[config.mk]
export PLATFORM = sky130hd
export DESIGN_NAME = datard
export DESIGN_NICKNAME = d
export VERILOG_FILES = /design/src/rtl/sg_pkg.sv /design/src/rtl/datard_fifo.sv /design/src/rtl/datard.sv
export SDC_FILE = /design/constraint.sdc
export NUM_CORES = 1
export LEC_CHECK = 0
export CAP_MARGIN = 20
export CORE_UTILIZATION = 50
export DETAILED_ROUTE_END_ITERATION = 8
export DONT_BUFFER_PORTS = 1
export SYNTH_ARGS = -nofsm -noshare
export SYNTH_HDL_FRONTEND = slang
export SYNTH_SLANG_ARGS = --single-unit
export TNS_END_PERCENT = 20
[constraint.sdc]
create_clock -name clk -period 16.4 [get_ports clk]
set_input_delay 3.28 -clock clk [delete_from_list [all_inputs] [get_ports clk]]
set_output_delay 3.28 -clock clk [all_outputs]
set_load 0.02 [all_outputs]
[src/rtl/sg_pkg.sv]
// Shared constants and FSM encoding for the segmenter read/write paths.
// Latency: n/a (types and constants only).
// Backpressure: n/a.
package sg_pkg;

  localparam int sg_data_width     = 64;
  localparam int sg_address_width  = 12;
  localparam int sg_len_width      = 6;
  localparam int sg_des_width      = 4;
  localparam int sg_priority_width = 3;

  typedef enum logic [1:0] {
    IDLE  = 2'd0,
    FETCH = 2'd1,
    DRAIN = 2'd2
  } sg_state_e;

endpackage

[src/rtl/datard_fifo.sv]
// Synchronous FIFO buffering SRAM read data ahead of the egress port.
// Latency: a pushed word is visible on head_data the cycle after the push.
// Backpressure: push ignored when full (unless popping), pop ignored when empty.
// Ports: clk/rst, push + push_data, pop, head_data (current head), full, empty, count (entries held).
module datard_fifo #(
  parameter int width = 64,
  parameter int depth = 4,
  localparam int ptr_w = $clog2(depth),
  localparam int cnt_w = ptr_w + 1
) (
  input  logic             clk,
  input  logic             rst,
  input  logic             push,
  input  logic [width-1:0] push_data,
  input  logic             pop,
  output logic [width-1:0] head_data,
  output logic             full,
  output logic             empty,
  output logic [cnt_w-1:0] count
);

  logic [width-1:0] mem_q [depth];
  logic [ptr_w-1:0] wr_ptr_q, wr_ptr_d;
  logic [ptr_w-1:0] rd_ptr_q, rd_ptr_d;
  logic [cnt_w-1:0] count_q, count_d;
  logic             do_push;
  logic             do_pop;

  assign full      = (count_q == cnt_w'(depth));
  assign empty     = (count_q == '0);
  assign count     = count_q;
  assign head_data = mem_q[rd_ptr_q];

  // A full FIFO can still take a word when the head leaves in the same cycle.
  assign do_push = push && (!full || pop);
  assign do_pop  = pop && !empty;

  always_comb begin
    wr_ptr_d = wr_ptr_q;
    rd_ptr_d = rd_ptr_q;
    count_d  = count_q;
    if (do_push) wr_ptr_d = wr_ptr_q + ptr_w'(1);
    if (do_pop)  rd_ptr_d = rd_ptr_q + ptr_w'(1);
    case ({do_push, do_pop})
      2'b10:   count_d = count_q + cnt_w'(1);
      2'b01:   count_d = count_q - cnt_w'(1);
      default: count_d = count_q;
    endcase
  end

  always_ff @(posedge clk or posedge rst) begin
    if (rst) begin
      wr_ptr_q <= '0;
      rd_ptr_q <= '0;
      count_q  <= '0;
    end else begin
      wr_ptr_q <= wr_ptr_d;
      rd_ptr_q <= rd_ptr_d;
      count_q  <= count_d;
    end
  end

  // Storage is cleared so the head reads as zero straight out of reset.
  always_ff @(posedge clk or posedge rst) begin
    if (rst) begin
      for (int i = 0; i < depth; i++) mem_q[i] <= '0;
    end else if (do_push) begin
      mem_q[wr_ptr_q] <= push_data;
    end
  end

endmodule

[src/rtl/datard.sv]
// Packet read engine: turns a descriptor into per-word SRAM reads and streams the words out with eop.
// Latency: grant at cycle N -> word on data_out at N+2 when the buffer was empty; 1 word/cycle sustained.
// Backpressure: ready_in low holds the head; reads are only requested while buffer credit remains.
// Ports: start/address_in/length_in/priority_in/des_port_in descriptor; request/rd_priority/address_read/
//  grant/data_read arbiter side; data_out/valid_out/eop/des_port/ready_in egress side; busy status.
module datard
  import sg_pkg::*;
#(
  parameter int fifo_depth = 4
) (
  input  logic                         clk,
  input  logic                         rst,
  input  logic                         start,
  input  logic [sg_address_width-1:0]  address_in,
  input  logic [sg_len_width-1:0]      length_in,
  input  logic [sg_priority_width-1:0] priority_in,
  input  logic [sg_des_width-1:0]      des_port_in,
  output logic                         busy,
  output logic                         request,
  output logic [sg_priority_width-1:0] rd_priority,
  output logic [sg_address_width-1:0]  address_read,
  input  logic                         grant,
  input  logic [sg_data_width-1:0]     data_read,
  output logic [sg_data_width-1:0]     data_out,
  output logic                         valid_out,
  output logic                         eop,
  output logic [sg_des_width-1:0]      des_port,
  input  logic                         ready_in
);

  localparam int cnt_w = $clog2(fifo_depth) + 1;
  localparam logic [cnt_w:0] depth_c = (cnt_w + 1)'(fifo_depth);

  sg_state_e                    state_q, state_d;
  logic [sg_address_width-1:0]  addr_q, addr_d;
  logic [sg_len_width-1:0]      len_q, len_d;
  logic [sg_priority_width-1:0] prio_q, prio_d;
  logic [sg_des_width-1:0]      port_q, port_d;
  logic [sg_len_width-1:0]      issued_q, issued_d;
  logic [sg_len_width-1:0]      delivered_q, delivered_d;
  logic                         inflight_q, inflight_d;

  logic                         fifo_full;
  logic                         fifo_empty;
  logic [cnt_w-1:0]             fifo_count;
  logic                         fifo_pop;
  logic [cnt_w:0]               occupancy;
  logic                         credit_ok;

  datard_fifo #(
    .width (sg_data_width),
    .depth (fifo_depth)
  ) u_fifo (
    .clk       (clk),
    .rst       (rst),
    .push      (inflight_q),
    .push_data (data_read),
    .pop       (fifo_pop),
    .head_data (data_out),
    .full      (fifo_full),
    .empty     (fifo_empty),
    .count     (fifo_count)
  );

  assign valid_out    = !fifo_empty;
  assign fifo_pop     = valid_out && ready_in;
  assign eop          = valid_out && (delivered_q == len_q - sg_len_width'(1));
  assign busy         = (state_q != IDLE);
  assign rd_priority  = prio_q;
  assign address_read = addr_q;
  assign des_port     = port_q;

  // The read in flight already owns a buffer slot, so it counts against the credit.
  assign occupancy = {1'b0, fifo_count} + {{cnt_w{1'b0}}, inflight_q};
  assign credit_ok = !fifo_full && (occupancy < depth_c);

  assign inflight_d = request && grant;

  always_comb begin
    state_d     = state_q;
    addr_d      = addr_q;
    len_d       = len_q;
    prio_d      = prio_q;
    port_d      = port_q;
    issued_d    = issued_q;
    delivered_d = delivered_q;
    request     = 1'b0;

    if (fifo_pop) delivered_d = delivered_q + sg_len_width'(1);

    case (state_q)
      IDLE: begin
        if (start && (length_in != '0)) begin
          addr_d      = address_in;
          len_d       = length_in;
          prio_d      = priority_in;
          port_d      = des_port_in;
          issued_d    = '0;
          delivered_d = '0;
          state_d     = FETCH;
        end
      end
      FETCH: begin
        request = (issued_q != len_q) && credit_ok;
        if (request && grant) begin
          addr_d   = addr_q + sg_address_width'(1);
          issued_d = issued_q + sg_len_width'(1);
        end
        if (issued_d == len_q) state_d = DRAIN;
      end
      DRAIN: begin
        // Leave as the last word is popped so busy drops right after it goes out.
        if (delivered_d == len_q) state_d = IDLE;
      end
      default: state_d = IDLE;
    endcase
  end

  always_ff @(posedge clk or posedge rst) begin
    if (rst) begin
      state_q     <= IDLE;
      addr_q      <= '0;
      len_q       <= '0;
      prio_q      <= '0;
      port_q      <= '0;
      issued_q    <= '0;
      delivered_q <= '0;
      inflight_q  <= 1'b0;
    end else begin
      state_q     <= state_d;
      addr_q      <= addr_d;
      len_q       <= len_d;
      prio_q      <= prio_d;
      port_q      <= port_d;
      issued_q    <= issued_d;
      delivered_q <= delivered_d;
      inflight_q  <= inflight_d;
    end
  end

endmodule

==> results.cfg <==
[synth]
postSynthAreaPerCell_sq_um = 14.6
yosys_register_bits = 303
synthTopCellsByArea = dfrtp_1, mux2_2, mux4_2
synth_flop_cell = dfrtp_1
synth_seq_area_share = 0.544
synth_area_sq_um = 13900
synth_enable_flop_cells = 0
yosysTopAreaCell = dfrtp_1
synthDistinctLibCells = 53
synth_top_area_share = 0.544
ys_warn_count = 0
syn_inst = 955
syn_nets = 1059
synth-async-reset-ratio = 1.00

[timing]
period_minus_slack_ps = 5880
slew_viol_final = 0
max-slew-margin-rel = 0.263
hold_violations = 0
worstMarginPinSlew_ps = 1110
tns_ps = 0
rsz0062_at_grt = false
skew_ps = 7.01
finalSetupViolCount = 0
finalCritPeriodShare = 0.359
fmax_ghz = 0.170

[hold_path]
min_path_type = reg -> reg
hold_path_depth = 1

[run]
maxCapViolCount = 0

[die]
num_io_pins = 181
die_w_microns = 169
fp-row-count = 60
dieHeight_microns = 169
initial_utilization = 0.514
coreArea_sq_um = 27100
fp.dieArea_sq_um = 28500

[clock_network]
clkTransAtPathRegs_ps = 60
cts_resized = 0
cts_made_buffers = 34
cts.sinks = 303
clkLatencyLatePin_ps = 490
cts_hold_buf = 0
postCtsSetupBuffers = 0
tritoncts = built
htreeDepth = 2
cts_root_buf = clkbuf_16
cts_buffer_depth = 3

[place]
port_buffers = 0
place_congestion = 0.859
post-place-cells = 1279
dp_hpwl_microns = 18100

[route]
drt_iter0_markers = 394
drc = 0
firstDrtPassIters = 5
viasPerCell = 5.83
wl_microns = 28800
ant_nets = 0
vias = 7828
wl_per_cell_microns = 21.5

[worst_setup_path]
critPathKind = reg -> out
cp_cell_sequence = buf_4, mux4_2
critPathLaunchType = flip-flop
critPathArrivalTime_ps = 2600
crit_fanout = 48
required_ps = 13120
reg2reg_depth = 4
setup.worst_path.end_class = primary output
critPathMaxStageDelay_ps = 710
slowest_stage = mux4_2

[global_routing]
grt_pass1_wl_microns = 47000
grtUsageTotal = 0.211
antenna_found_initial = 0
grt_max_degree = 153
grt_pass1_vias = 8682
grt-ovfl-total = 0

[final_layout]
n_antenna_cell = 0
stdcell_count = 1342
drive_above_1_share = 0.424
syn2layout_area_growth_pct = 9.99
final_common_cell = dfrtp_1
final_cell_mix = dfrtp_1, mux2_2, nand2_1
nNetsFinal = 1050
post-route-util = 0.565

[status]
status = finished, final reports clean

[power]
power_density_nw_per_um2 = 221
vdd.ir_drop.worst_uv = 105
leakage_nw = 6.76
==> synth_stat cells, types with 2 or more instances <==
cell type,instances
nor4_1,2
ha_1,9
buf_2,15
mux4_2,64
nor2_1,19
nand3_1,16
nor3_1,2
mux2i_1,3
nand2b_1,2
and3_1,5
o22ai_1,8
a21oi_1,14
a31o_2,2
clkbuf_1,7
nand2_2,4
buf_1,5
xnor2_1,17
nand2_1,76
xor2_1,16
dfrtp_1,303
nand4_1,8
or2_2,3
buf_4,24
a31oi_1,6
inv_1,17
mux2_2,257
o21ai_0,17
buf_6,2
a21oi_2,8
==> report_power, final <==
group	leakage (nW)	switching [mW]	internal [mW]
clock network	0.544	0.285	0.441
registers	3.74	0.267	1.10
logic	2.47	0.660	0.637
total	6.76	1.21	2.18
==> registers in the layout (all words and copies together) (netlist names) <==
signal,count
delivered_q,6
u_fifo.count,3
rd_priority,3
state_q,2
u_fifo.rd_ptr_q,2
inflight_q,1
u_fifo.mem_q,256
address_read,12
u_fifo.wr_ptr_q,2
issued_q,6
des_port,4
len_q,6
==> per-layer routing <==
| metal | GRT usage | vias up | share of wire |
|---|---|---|---|
| li1 | - | 3474 | - |
| met1 | 0.256 | 4104 | 0.40 |
| met2 | 0.367 | 210 | 0.51 |
| met3 | 0.0615 | 40 | 0.071 |
| met4 | 0.0593 | 0 | 0.018 |
| met5 | 0 | - | 0 |
==> critical path, delay by kind of cell, from the launching register on <==
family	cells	cell delay [ps]
multiplexers	1	710
buffers and inverters	1	680
flip-flops	1	600
==> worst paths after layout <==
check                                         from                 to  slack, ps
min in group asynchronous                      rst    address_read[8]       2600
worst min-delay path             u_fifo.mem_q[151]  u_fifo.mem_q[151]        500
worst min register to register   u_fifo.mem_q[151]  u_fifo.mem_q[151]        500
worst max-delay path            u_fifo.rd_ptr_q[1]       data_out[23]      10520
worst max register to register     u_fifo.count[2]   u_fifo.mem_q[89]      13760
max in group asynchronous                      rst  u_fifo.mem_q[116]      12020
==> area by class of cell <==
type,instances,area (sq um)
flip-flops and latches,303,7590
fillers,2124,11800
clock inverters,6,33.8
repair buffers,9,128
clock buffers,54,1060
well taps,372,465
multi-input cells,581,5970
inverters,17,71.3
==> through the flow <==
stage                     cell area [sq um]  hold slack [ps]  power (mW)  setup slack, ps
after floorplan                       13900              466        2.43             4750
after detailed placement              14100              489        2.69            10960
after CTS                             15200              502        3.43            10420
final                                 15300              499        3.39            10520
after global placement                14100              481        2.62            11000
after global routing                  15300              507        3.60            10390
==> logic make-up (layout without fill, tap and decap cells) <==
logic type,after synthesis,count (layout),share of synthesized area
adder cells (fa/ha/maj),10,10,0.00952
AND/OR/NAND/NOR,147,147,0.0495
multiplexers,324,324,0.313
AO/OA/AOI/OAI,67,67,0.0341
flip-flops,303,303,0.544
buffers and inverters,71,86,0.0281
XOR/XNOR,33,33,0.0208
No activity file was read; power rests on OpenSTA's default activity.
